**src/rtl/arith_pkg.sv**
```systemverilog
// Shared arithmetic-lab definitions: serial FSM state encoding and the default
// operand width used by both the ripple adder and the serial subtractor.
`timescale 1ns/1ps
package arith_pkg;

  localparam int ARITH_W = 4;

  typedef enum logic [1:0] {
    S_IDLE  = 2'd0,
    S_SHIFT = 2'd1,
    S_DONE  = 2'd2
  } state_t;

endpackage

```
**src/rtl/full_sub_1.sv**
```systemverilog
// One-bit combinational full-subtractor cell: d = a - b - bin, with borrow out.
`timescale 1ns/1ps
module full_sub_1 (
  input  logic a,
  input  logic b,
  input  logic bin,
  output logic d,
  output logic bout
);

  assign d    = a ^ b ^ bin;
  assign bout = (~a & b) | (~a & bin) | (b & bin);

endmodule

```
**src/rtl/sub_serial_4.sv**
```systemverilog
// Bit-serial subtractor, LSB first, one full_sub_1 cell reused every cycle.
// Optional zero-result flag output when SUB_ZERO_FLAG_EN is defined.
`timescale 1ns/1ps
module sub_serial_4
  import arith_pkg::*;
#(
  parameter int N = ARITH_W
) (
  input  logic         clk,
  input  logic         rst,
  input  logic         start,
  input  logic [N-1:0] a,
  input  logic [N-1:0] b,
  input  logic         symbol,
  output logic [N-1:0] diff,
  output logic         borrow,
  output logic         overflow,
  output logic         busy,
`ifdef SUB_ZERO_FLAG_EN
  output logic         done,
  output logic         zero
`else
  output logic         done
`endif
);

  localparam int CW = (N > 1) ? $clog2(N) : 1;
  localparam logic [CW-1:0] LAST = CW'(N - 1);

  state_t        state, state_nx;
  logic [N-1:0]  a_q, b_q;
  logic          sym_q;
  logic [CW-1:0] cnt;
  logic          br;
  logic          d_bit, bout_bit;

  full_sub_1 u_cell (
    .a    (a_q[cnt]),
    .b    (b_q[cnt]),
    .bin  (br),
    .d    (d_bit),
    .bout (bout_bit)
  );

  always_ff @(posedge clk) begin
    if (rst) state <= S_IDLE;
    else     state <= state_nx;
  end

  always_comb begin
    // NOTE: default assigned first so every path drives state_nx and no latch is inferred.
    state_nx = state;
    case (state)
      S_IDLE:  if (start) state_nx = S_SHIFT;
      S_SHIFT: if (cnt == LAST) state_nx = S_DONE;
      S_DONE:  state_nx = S_IDLE;
      default: state_nx = S_IDLE;
    endcase
  end

  // Results are overwritten bit by bit during SHIFT and otherwise hold.
  always_ff @(posedge clk) begin
    // NOTE: non-blocking assignments so every register samples pre-edge values.
    if (rst) begin
      a_q      <= '0;
      b_q      <= '0;
      sym_q    <= 1'b0;
      cnt      <= '0;
      br       <= 1'b0;
      diff     <= '0;
      borrow   <= 1'b0;
      overflow <= 1'b0;
      busy     <= 1'b0;
      done     <= 1'b0;
`ifdef SUB_ZERO_FLAG_EN
      zero     <= 1'b0;
`endif
    end else begin
      done <= 1'b0;
      case (state)
        S_IDLE: begin
          if (start) begin
            a_q   <= a;
            b_q   <= b;
            sym_q <= symbol;
            br    <= 1'b0;
            cnt   <= '0;
            busy  <= 1'b1;
          end
        end
        S_SHIFT: begin
          diff[cnt] <= d_bit;
          br        <= bout_bit;
          cnt       <= cnt + CW'(1);
        end
        S_DONE: begin
          done     <= 1'b1;
          busy     <= 1'b0;
          borrow   <= br;
          overflow <= sym_q & (a_q[N-1] ^ b_q[N-1]) & (diff[N-1] ^ a_q[N-1]);
`ifdef SUB_ZERO_FLAG_EN
          zero     <= (diff == '0);
`endif
        end
        default: ;
      endcase
    end
  end

endmodule
```
**config.mk**
```make
export PLATFORM = sky130hd
export DESIGN_NAME = sub_serial_4
export DESIGN_NICKNAME = d
export VERILOG_FILES = /design/src/rtl/arith_pkg.sv /design/src/rtl/full_sub_1.sv /design/src/rtl/sub_serial_4.sv
export SDC_FILE = /design/constraint.sdc
export NUM_CORES = 1
export LEC_CHECK = 0
export ABC_AREA = 1
export BUFFER_PORTS_ARGS = -buffer_cell sky130_fd_sc_hd__clkbuf_2
export CAP_MARGIN = 20
export CORE_ASPECT_RATIO = 1.2
export CORE_MARGIN = 4
export CORE_UTILIZATION = 40
export CTS_CLUSTER_SIZE = 16
export DETAILED_ROUTE_END_ITERATION = 7
export SLEW_MARGIN = 30
export SYNTH_ARGS = -nofsm -noshare
export SYNTH_HDL_FRONTEND = slang
export SYNTH_SLANG_ARGS = --single-unit
```
**constraint.sdc**
```tcl
create_clock -name clk -period 2.3 [get_ports clk]
set_input_delay 0.23 -clock clk [delete_from_list [all_inputs] [get_ports clk]]
set_output_delay 0.23 -clock clk [all_outputs]
set_load 0.005 [all_outputs]
```
Yosys cells after proc, flatten, opt, wreduce, memory -nomap -nowiden

Cells that the tools add are included.

Register bits: 22
Input port bits: 12
Output and inout port bits: 8
Word-level logic and storage cells: 56

$add $sub $neg: 1
Magnitude comparators: 2
Equal/unequal tests: 5
Multiplexer cells: 17
Bitwise gates (word level): 12
Reductions and logical operators: 8

Operator list:

| cell                                                                                 | number |
|---|---|
| 2-bit one-hot mux with 2 select lines                                                | 2 |
| 2-bit AND reduction                                                                  | 4 |
| 1-bit 2-to-1 mux                                                                     | 6 |
| 2-bit 2-to-1 mux                                                                     | 3 |
| 1-bit bitwise AND                                                                    | 5 |
| 1-bit binary-select mux with 2-bit select                                            | 2 |
| 4-bit bitwise mux                                                                    | 1 |
| 2-bit == test (second input constant)                                                | 2 |
| 2-bit inequality test (second input constant)                                        | 2 |
| 1-bit one-hot mux with 2 select lines                                                | 2 |
| 2-bit nonzero test                                                                   | 2 |
| 1-bit XOR                                                                            | 4 |
| 2-bit by 3-bit less-than comparator with 1-bit output (second input constant)        | 1 |
| 2-bit by 1-bit adder with 2-bit output (second input constant)                       | 1 |
| 1-bit demux with 2-bit select                                                        | 1 |
| 2-bit by 1-bit == test with 1-bit output (second input constant)                     | 1 |
| 2-bit by 1-bit greater-or-equal comparator with 1-bit output (second input constant) | 1 |
| 2-bit zero test                                                                      | 1 |
| 1-bit OR                                                                             | 2 |
| 1-bit logical AND                                                                    | 1 |
| 1-bit inverter                                                                       | 1 |

Logic depth before layout (Yosys ltp)

Depth after elaboration: 7
Gate-level depth with buffers: 7
Gate-level depth less buffers: 7

Cells and area by module

From an unflattened synthesis, not the netlist that was laid out.

Cells, all modules: 133
Area total of the unflattened synthesis: 987.2 um^2

By module, submodules not included:

| module       | times used | cells each | area an instance (um^2) | sequential area each (um^2) |
|---|---|---|---|---|
| sub_serial_4 | 1          | 130        | 959.7                   | 440.4 |
| full_sub_1   | 1          | 3          | 27.5                    | 0.0 |

Least setup slack after synthesis

Ideal clock, no wire load.

Path kind: flip-flop to flip-flop
Start point: register cnt[0]
End point: register diff[0]
Setup time: 0.071 ns
Arrival time: 1.551 ns
Required time: 2.229 ns
Slack: 0.678 ns
Stages on the path, launching flop included: 7
Buffers on the path: 0
Clock period less this slack: 1.622 ns
Cell sequence: dfxtp_1 -> inv_1 -> o21ai_0 -> o22ai_1 -> fa_1 -> nand3_1 -> a21oi_1

Cells in the longest elaborated chain, start to end: 5
Elaborated cells on any way between the ends: 12
Classes of those cells: 2 x order compare; 7 x mux; 2 x bitwise; 1 x reduce/logical

RTL lines:

| element                                                      | line                                   | RTL |
|---|---|---|
| from (decl)                                                  | sub_serial_4.sv:33                     | `logic [CW-1:0] cnt;` |
| from (signal assigned)                                       | sub_serial_4.sv:94                     | `cnt <= cnt + CW'(1);` |
| 1-bit binary-select mux with 2-bit select (on tied branches) | sub_serial_4.sv:38, sub_serial_4.sv:39 |  |
| 1-bit 2-to-1 mux (on tied branches)                          | sub_serial_4.sv:38, sub_serial_4.sv:39 |  |
| 1-bit XOR * (2 in a row)                                     | full_sub_1.sv:11                       | `assign d = a ^ b ^ bin;` |
| named net d_bit                                              | sub_serial_4.sv:35                     | `logic d_bit, bout_bit;` |
| 4-bit bitwise mux *                                          | sub_serial_4.sv:92                     | `diff[cnt] <= d_bit;` |
| to (signal, indexed assignment)                              | sub_serial_4.sv:92                     |  |
| to (decl)                                                    | sub_serial_4.sv:15                     | `output logic [N-1:0] diff,` |

Mark *: on every way through the listed nets, which the timed path passes. The rest lies on a longest branch. The select of a mux whose other input is x is not followed.
A chain may end at the register's enable or synchronous reset.

Worst setup path in the final report

Ends and elaborated chain as after synthesis.

==> results.md <==
- Number of top-level pins: 20
- Hold Worst Slack: 0.170 ns
- Synth-to-Final Area Change: 13.7%
- Commonest cells post-synth: 25 x nor2_1, 22 x dfxtp_1, 17 x nand2_1, 17 x o21ai_0, 12 x a21oi_1
- Die ar.: around 0.0032 mm2
- Pin count of the biggest net entering global routing: 13
- Average wire per standard cell: roughly 11 um
- Final Hold Viols: 0
- Bufs on Longest Clock Path: 2
- Ys async rst share: 0%
- Root buffer cell: clkbuf_4
- Crit Reg-Reg Startpoint: cnt[0]
- CP endpoint kind: register
- CTS Buf Count: 3
- Reg clk slew, reported paths: about 0.11 ns
- Post-Syn Instances: ~130
- Sequential area share after synthesis: about 46%
- Multi-input logic area: 430 um2
- CTS resizes: 0
- Number of cells on the worst reg-to-reg path: 6
- Setup_tns: 0 ns
- Part of the cycle the worst path needs: about 80%
- Prevailing post-synth register cell: dfxtp_1
- Tmin final: ~1.8 ns
- Setup CP Type: reg -> reg
- Fill cells: ~260
- Hold Buf Count CTS: 0
- Fmax: 0.549 GHz
- DP HPWL: between 1000 and 1500 um
- Synthesis-stage register bit count: 22
- Min-delay src: a[2]
- Most numerous cell in the Yosys netlist: nor2_1
- Area leader, netlist: dfxtp_1
- Yosys top cell area share: 46.4%
- Worst Path Max Fanout: 10
- Die width: 52.5 um
- Synthesized area per cell: between 7 and 8 um2
- DR iter-0 viols: 18
- CP max stage cell: fa_1
- Total power: between 0.6 and 0.7 mW
- Leak Pwr: ~0.47 nW
- Worst reg2reg endpoint: diff[0]
- Peak VDD IR: ~0.44 mV
- Post-CTS Setup Bufs: 0
- Slowest Stage Delay on Critical Path: 0.58 ns
- Mapped Nets: between 100 and 150
- CTS tree: done
- Vias in the first global route: 725
- Min-delay worst type: in -> reg
- Crit path required time: around 2.5 ns
- Routed Antenna Nets: 0
- Final setup viols: 0
- Power Dens Cells: 637 mW/mm2
- Top post-synthesis cells by area: dfxtp_1 46%, nor2_1 9.9%, o21ai_0 9.0%, nand2_1 6.7%, a21oi_1 6.3%
- H-Tree Depth: 1
- Initial core utilization: between 40% and 50%
- Post-Syn Area: ~950 um2
- Worst-skew pair later-pin latency: around 0.3 ns
- Layout cell share with drive strength beyond 1: between 10% and 20%
- FF+latch area: around 440 um2
- Setup Skew: around 0.0012 ns
- Worst Hold Path Cells: 3
- Port bufs: 19
- Max-slew violation count: 0
- Die H: a little over 60 um
- Drt total wl: between 1500 and 2000 um
- Reg2Reg Setup Slack: 0.48 ns
- Unrepaired setup endpoints after global routing: no
- Cells along the critical path: inv_1, o21ai_0, o22ai_1, fa_1, nand3_1, a21oi_1
- Nets@finish: ~160
- Worst slew pin tran: about 0.41 ns
- Final Util: between 40% and 50%
- GRT Total Usage: around an eighth
- Remaining DRCs: 0
- Clock sinks: 22
- Post-synth EDFFs: 0
- Via density: approximately 4.7
- # rows: 19
- CP Data Arrival Time: just over 2 ns
- CP Launch Type: register
- Placer Congestion: roughly 0.75
- Initial antenna violation count: 0
- Hold path endpoint: a_q[2]
- First-pass GRT wire length: about 3000 um
- Grt total ovfl: 0
- Ys Warns: 0
- DRT Pass-1 Iters: 4
- Antenna cell count: 0
- Yosys cell types: 17
- Via Count: a little over 800
- Max Cap Viol: 0
- Worst slew margin: about 72%
- Outcome: finished, final reports clean
- Core area: approximately 0.0023 mm2
flip-flops by register name, summed over array words and instances (netlist names):
signal,flops
a_q,4
b_q,4
diff,4
cnt,2
state,2
borrow,1
br,1
busy,1
done,1
overflow,1
sym_q,1
area by class of cell:
type	count	share of cell area, %
Timing Repair Buffer	19	8.81
Clock buffer	3	2.09
Tap cell	31	3.59
Inverter	14	4.87
Multi-Input combinational cell	85	39.9
Sequential cell	22	40.8
worst max-delay path: cells and delay by family, from the launching register on:
family          cells  cell delay, ns
buf+inv             1            0.15
compound gates      3            0.44
simple gates        1            0.09
flops               1            0.49
fa+ha+maj           1            0.58
cells by family (layout without fill, tap and decap cells):
| family | after synthesis | after routing | synth area share (%) |
|---|---|---|---|
| DFF | 22 | 22 | 46.4 |
| adders and majority gates | 5 | 5 | 7.38 |
| buffers and inverters | 18 | 36 | 8.30 |
| and+or+nand+nor | 50 | 50 | 22.0 |
| AOI/OAI and AO/OA | 30 | 30 | 15.9 |
power breakdown:
part           switching [mW]  total (mW)  internal, mW
clock network           0.109       0.170        0.0611
registers              0.0159       0.419         0.403
logic                  0.0594      0.0991        0.0397
metrics by stage:
step	setup WS (ns)	area (um2)	cells
after floorplan	0.678	950	125
after global placement	0.589	1060	171
after detailed placement	0.496	1060	171
after CTS	0.468	1080	174
after global routing	0.244	1080	174
final	0.478	1080	174
layer usage:
layer	track usage, %	vias up	part of all wire (%)
met4	6.57	0	1.3
met3	2.18	4	5.0
li1	-	438	-
met5	0	-	0
met1	16.1	366	47
met2	20.6	17	47
worst max path at each step:
stage                   end  slack [ns]  cells past startpoint   start
floorplan           diff[0]        0.68                      6  cnt[0]
global placement    diff[3]        0.59                      6  cnt[0]
detailed placement  diff[0]        0.50                      6  cnt[0]
CTS                 diff[0]        0.47                      6  cnt[0]
global route        diff[0]        0.24                      6  cnt[0]
finish              diff[0]        0.48                      6  cnt[0]
cells in the final DEF (no fill, tap or decap):
cell      netlist  routed
nand3_1         6       6
nor2_4          1       1
inv_1          11      11
clkinv_1        1       1
inv_2           2       2
fa_1            1       1
o21ai_0        17      17
o22ai_1         1       1
clkbuf_4        0       3
nand3_2         1       1
clkbuf_2        0      19
a21oi_1        12      12
nand2_1        17      17
ha_1            4       4
dfxtp_1        22      22
nor2_1         25      25
Power figures use the tool's default switching activity.
